$ cat src/rtl/alu_ctrl_pkg.sv
// Shared ALU-control encodings, FSM state type and the ALUOp/funct -> function-code decode.
// The decode is a plain function so other stages (e.g. hazard detection) can reuse it.
package alu_ctrl_pkg;

  localparam logic [2:0] OP_ADD   = 3'b000;
  localparam logic [2:0] OP_SUB   = 3'b001;
  localparam logic [2:0] OP_RTYPE = 3'b010;
  localparam logic [2:0] OP_AND   = 3'b011;
  localparam logic [2:0] OP_OR    = 3'b100;
  localparam logic [2:0] OP_XOR   = 3'b101;
  localparam logic [2:0] OP_SLT   = 3'b110;
  localparam logic [2:0] OP_MTYPE = 3'b111;

  localparam logic [5:0] FN_ADD      = 6'd0;
  localparam logic [5:0] FN_SUB      = 6'd1;
  localparam logic [5:0] FN_AND      = 6'd2;
  localparam logic [5:0] FN_SLL      = 6'd3;
  localparam logic [5:0] FN_OR       = 6'd4;
  localparam logic [5:0] FN_SLTU     = 6'd5;
  localparam logic [5:0] FN_XOR      = 6'd6;
  localparam logic [5:0] FN_SRL      = 6'd7;
  localparam logic [5:0] FN_SRA      = 6'd8;
  localparam logic [5:0] FN_SLT      = 6'd11;
  localparam logic [5:0] FN_MUL_BASE = 6'd16;

  localparam logic [6:0] FUNCT7_M = 7'b0000001;

  typedef enum logic [1:0] {
    ST_IDLE  = 2'd0,
    ST_MULTI = 2'd1,
    ST_HOLD  = 2'd2
  } state_t;

  typedef struct packed {
    logic       is_multi;
    logic       is_div;
    logic [5:0] fn;
  } dec_t;

  function automatic dec_t alu_fn_decode(input logic [31:0] instr, input logic [2:0] alu_op);
    dec_t d;
    d = '0;
    d.fn = FN_ADD;
    case (alu_op)
      OP_SUB: d.fn = FN_SUB;
      OP_AND: d.fn = FN_AND;
      OP_OR:  d.fn = FN_OR;
      OP_XOR: d.fn = FN_XOR;
      OP_SLT: d.fn = FN_SLT;
      OP_RTYPE: begin
        case ({instr[30], instr[14:12]})
          4'b0000: d.fn = FN_ADD;
          4'b1000: d.fn = FN_SUB;
          4'b0001: d.fn = FN_SLL;
          4'b0010: d.fn = FN_SLT;
          4'b0011: d.fn = FN_SLTU;
          4'b0100: d.fn = FN_XOR;
          4'b0101: d.fn = FN_SRL;
          4'b1101: d.fn = FN_SRA;
          4'b0110: d.fn = FN_OR;
          4'b0111: d.fn = FN_AND;
          default: d.fn = FN_ADD;
        endcase
      end
      OP_MTYPE: begin
        // A wrong funct7 under the M opcode class degrades to a plain single-cycle ADD.
        if (instr[31:25] == FUNCT7_M) begin
          d.is_multi = 1'b1;
          d.is_div   = instr[14];
          d.fn       = FN_MUL_BASE + {3'b000, instr[14:12]};
        end
      end
      default: d.fn = FN_ADD;
    endcase
    return d;
  endfunction

endpackage

$ cat src/rtl/alu_exec_control_dec.sv
// Pure combinational ALU-function decode, wrapped as a module for reuse outside the control stage.
module alu_exec_control_dec
  import alu_ctrl_pkg::*;
(
  input  logic [31:0] instruction,
  input  logic [2:0]  alu_op,
  output logic [5:0]  fn,
  output logic        is_multi,
  output logic        is_div
);

  dec_t dec;

  assign dec      = alu_fn_decode(instruction, alu_op);
  assign fn       = dec.fn;
  assign is_multi = dec.is_multi;
  assign is_div   = dec.is_div;

endmodule

$ cat src/rtl/alu_exec_control.sv
// Registered ALU control stage: decodes ALUOp/funct into alu_fn and holds it under valid/ready,
// stalling upstream for MUL_LAT/DIV_LAT cycles on M-extension ops.
module alu_exec_control
  import alu_ctrl_pkg::*;
#(
  parameter int FN_W    = 6,
  parameter int OP_W    = 3,
  parameter int MUL_LAT = 2,
  parameter int DIV_LAT = 32
) (
  input  logic            clk,
  input  logic            rst_n,
  input  logic            flush,
  input  logic            in_valid,
  output logic            in_ready,
  input  logic [31:0]     instruction,
  input  logic [OP_W-1:0] alu_op,
  output logic            out_valid,
  input  logic            out_ready,
  output logic [FN_W-1:0] alu_fn,
  output logic            is_multi,
  output logic            busy
);

  localparam int MAX_LAT = (MUL_LAT > DIV_LAT) ? MUL_LAT : DIV_LAT;
  localparam int CNT_W   = $clog2(MAX_LAT + 1);

  // Handshake: a transfer happens on a rising edge where valid and ready are both high;
  // a producer holding valid keeps its payload stable until that edge.
  state_t           state;
  logic             started;
  logic [CNT_W-1:0] cnt;
  logic [5:0]       dec_fn;
  logic             dec_multi;
  logic             dec_div;
  logic             accept;

  alu_exec_control_dec u_dec (
    .instruction (instruction),
    .alu_op      (alu_op[2:0]),
    .fn          (dec_fn),
    .is_multi    (dec_multi),
    .is_div      (dec_div)
  );

  // started keeps in_ready low until the first clock after reset release.
  assign in_ready = started && ((state == ST_IDLE) || ((state == ST_HOLD) && out_ready));
  assign accept   = in_valid && in_ready;

  always_ff @(posedge clk or negedge rst_n) begin
    if (!rst_n) begin
      state     <= ST_IDLE;
      started   <= 1'b0;
      cnt       <= '0;
      out_valid <= 1'b0;
      alu_fn    <= '0;
      is_multi  <= 1'b0;
      busy      <= 1'b0;
    end else begin
      started <= 1'b1;
      if (flush) begin
        state     <= ST_IDLE;
        cnt       <= '0;
        out_valid <= 1'b0;
        busy      <= 1'b0;
      end else begin
        case (state)
          ST_IDLE, ST_HOLD: begin
            if (accept) begin
              alu_fn   <= FN_W'(dec_fn);
              is_multi <= dec_multi;
              if (dec_multi) begin
                state     <= ST_MULTI;
                busy      <= 1'b1;
                out_valid <= 1'b0;
                cnt       <= dec_div ? CNT_W'(DIV_LAT - 1) : CNT_W'(MUL_LAT - 1);
              end else begin
                state     <= ST_HOLD;
                out_valid <= 1'b1;
              end
            end else if ((state == ST_HOLD) && out_ready) begin
              state     <= ST_IDLE;
              out_valid <= 1'b0;
            end
          end
          ST_MULTI: begin
            if (cnt == '0) begin
              state     <= ST_HOLD;
              busy      <= 1'b0;
              out_valid <= 1'b1;
            end else begin
              cnt <= cnt - 1'b1;
            end
          end
          default: state <= ST_IDLE;
        endcase
      end
    end
  end

endmodule

$ cat config.mk
export PLATFORM = sky130hd
export DESIGN_NAME = alu_exec_control
export DESIGN_NICKNAME = d
export VERILOG_FILES = /design/src/rtl/alu_ctrl_pkg.sv /design/src/rtl/alu_exec_control_dec.sv /design/src/rtl/alu_exec_control.sv
export SDC_FILE = /design/constraint.sdc
export NUM_CORES = 1
export LEC_CHECK = 0
export CAP_MARGIN = 30
export CELL_PAD_IN_SITES_DETAIL_PLACEMENT = 1
export CELL_PAD_IN_SITES_GLOBAL_PLACEMENT = 1
export CORE_MARGIN = 2
export CORE_UTILIZATION = 30
export CTS_CLUSTER_DIAMETER = 60
export DETAILED_ROUTE_END_ITERATION = 10
export PLACE_DENSITY_LB_ADDON = 0.1
export SLEW_MARGIN = 30
export SYNTH_ARGS = -nofsm -noshare
export SYNTH_HDL_FRONTEND = slang
export SYNTH_SLANG_ARGS = --single-unit
$ cat constraint.sdc
create_clock -name clk -period 2.2 [get_ports clk]
set_input_delay 0.44 -clock clk [delete_from_list [all_inputs] [get_ports clk]]
set_output_delay 0.44 -clock clk [all_outputs]
set_load 0.01 [all_outputs]
==> reports/qor.yml <==
synthesis:
  synth-edff-count: 0
  synth_nets: 182
  synth.area.top_cells: "dfrtp_1 35%, ha_1 8.3%, nor2_1 4.1%"
  synthMostInstantiatedCell: "dfrtp_1"
  synthMuxAreaShare: 0.02495
  synth_top_cell_area_share: 0.3534
  yosysTopAreaCell: "dfrtp_1"
  synth_xor_area_frac: 0
  synth_top_family_by_area: "simple AND/OR/NAND/NOR gates"
  synthCells: 134
  yosys.cell_types.count: 48
  synthAdderAreaFrac: 0.08316
  synthSimpleGateAreaFrac: 0.2516
  ys_top_cells_by_count: "17 x dfrtp_1, 13 x nor2_1, 9 x nand2_1"
  async_flop_share: 1.000
  synth_top_flop_cell: "dfrtp_1"
  yosys_warnings: 0
  ys_seq_area_frac: 0.3534
  ys_ff_latch: 17
  synth_compound_area_frac: 0.2235
  postSynthAreaPerCell_um2: 8.982
  syn_area_um2: 1204
clock_network:
  clk_pin_slew_ps: 70
  clockBufferDepth: 2
  cts_tree: "yes"
  holdBufCountCts: 0
  clkLatencyLatePin_ps: 250
  cts_num_sinks: 17
  cts-root-buf: "clkbuf_8"
  numCtsBuffers: 3
  h-tree-depth: 1
power_and_ir_drop:
  power_density_nw_per_um2: 477.2
  static-leakage-power_nw: 0.7348
  ir_drop_mv: 0.2735
  power_mw: 0.7923
cells_and_area:
  fin_util: 0.4211
  areaGrowthSynthToFinish_pct: 37.94
  fillers: 456
  final_cells: 225
  drive_gt1_frac: 0.1657
  fin_nets: 224
  antenna_cells: 0
drt:
  dr.pass1.iters: 4
  drt-total-wl_mm: 3.450
  routed_via_density: 5.138
  top_layer: "met4"
  num_vias: 1156
  met3_length_um: 86
  avgRoutedWirePerCell_um: 15.33
  antenna_left: 0
  drtIter0Drc: 28
  routed-wl-met2_mm: 1.798
  m1WireLength_mm: 1.548
  remaining_drc_errors: 0
setup_path:
  path_class: "in2reg"
  critPathCaptureType: "flip-flop"
  cp-start-kind: "input pin"
  crit_fanout: 3
  required_ps: 2380
  crit_arrival_ps: 2170
floorplanning:
  floorplan.initialDensity: 0.3053
  core_area_um2: 3943
  die-area_um2: 4535
  die_h_um: 67.34
  io_pins: 50
  die_w_um: 67.34
  row_count: 23
grt:
  grt_pass1_wl_mm: 5.692
  track_usage: 0.1672
  grt_pass1_vias: 1208
  grt_overflow: 0
  grt_max_degree: 18
  antenna_found_initial: 0
timing:
  min_period_ps: 1986
  rsz0062_at_grt: "no"
  fmax_ghz: 0.5035
  finalCritPeriodShare: 0.9027
  setup_tns_ps: 0
  hold_viol_final: 0
  timing.hold.ws_ps: 497.4
  finalSetupViolCount: 0
  finalMaxSlewViolations: 0
  finalClockSkew_ps: 2.089
run:
  cap_violations: 0
placed_design:
  place_congestion: 0.7794
  hpwl_mm: 2.729
  dp.cells: 221
  io_buffers: 26
run_status:
  status: "finished, final reports clean"
worst_hold_path:
  hp-class: "reg2reg"
sequential cells by signal, indices dropped and copies added, names as in the netlist:
signal,flops
cnt,6
out_valid,1
state,2
busy,1
started,1
is_multi,1
alu_fn,5
placed cells by master, fill, tap and decap left out, types with 2 or more instances in the layout:
cell type        Yosys  final
buf_4                2     17
conb_1               2      2
clkdlybuf4s50_1      0     25
nor2_1              13     13
dfrtp_1             17     17
mux2i_1              3      3
ha_1                 8      8
o31ai_1              5      5
nand3_1              5      5
o21ai_1              6      6
nor3b_1              2      2
nor3_1               4      4
nand2_1              9      9
a2bb2oi_1            2      2
a211oi_1             2      2
nand4_1              2      2
nor2b_1              2      2
nand2b_1             3      3
clkbuf_8             0      3
a21o_1               2      2
inv_1                8      8
a21oi_1              8      8
timing repair:
action / CTS / global route
endpoints found under the setup margin: 1 / 0
buffers inserted: 0 / 0
resized for setup: 1 / 0
endpoints found under the hold margin: 0 / 0
worst max-delay path, cell delays in order:
cell and delay, ps:
clkdlybuf4s50_1 480, nor4_4 380, and3_2 280, a311oi_2 110, or3b_1 360, a21oi_1 120
per-layer routing:
| layer | GRT usage | vias to the layer above |
|---|---|---|
| met1 | 0.2025 | 578 |
| met3 | 0.03667 | 2 |
| li1 | - | 562 |
| met2 | 0.3045 | 14 |
| met4 | 0.03061 | 0 |
| met5 | 0 | - |
stage by stage:
step	area [µm²]	setup slack, ps
after detailed placement	1615	-74.43
after floorplan	1204	399.5
after global routing	1660	140.6
after global placement	1615	17.73
final	1660	214.0
after CTS	1660	193.1
path summary, 6_finish.rpt:
kind	start	endpoint	slack, ps	cells past startpoint
setup / recovery	instruction[30]	cnt[0]	210	6
hold / removal	alu_fn[4]	alu_fn[4]	500	1
setup reg to reg	cnt[2]	cnt[2]	290	5
hold reg to reg	alu_fn[4]	alu_fn[4]	500	1
max in group asynchronous	rst_n	state[0]	1490	2
min in group asynchronous	rst_n	cnt[5]	510	2
area by class of cell:
| class | instances | area (µm²) | share of cell area |
|---|---|---|---|
| Inverter | 8 | 30.03 | 0.01809 |
| Tap cell | 50 | 62.56 | 0.03768 |
| Clock buffer | 3 | 41.29 | 0.02487 |
| Sequential cell | 17 | 425.4 | 0.2562 |
| Multi-Input combinational cell | 103 | 709.4 | 0.4273 |
| Timing Repair Buffer | 43 | 386.6 | 0.2329 |
| Clock inverter | 1 | 5.005 | 0.003014 |
report_power, final:
part	internal, mW	leakage [nW]	switching, mW
registers	0.333	0.224	0.0162
logic	0.107	0.486	0.0918
clock network	0.126	0.0255	0.119
cell families after synthesis:
kind of cell / count (synthesis)
buffers and inverters: 14
other: 2
and+or+nand+nor: 53
muxes: 3
adders and majority gates: 8
AOI/OAI and AO/OA: 37
DFF: 17
No activity file was read; power rests on OpenSTA's default activity.
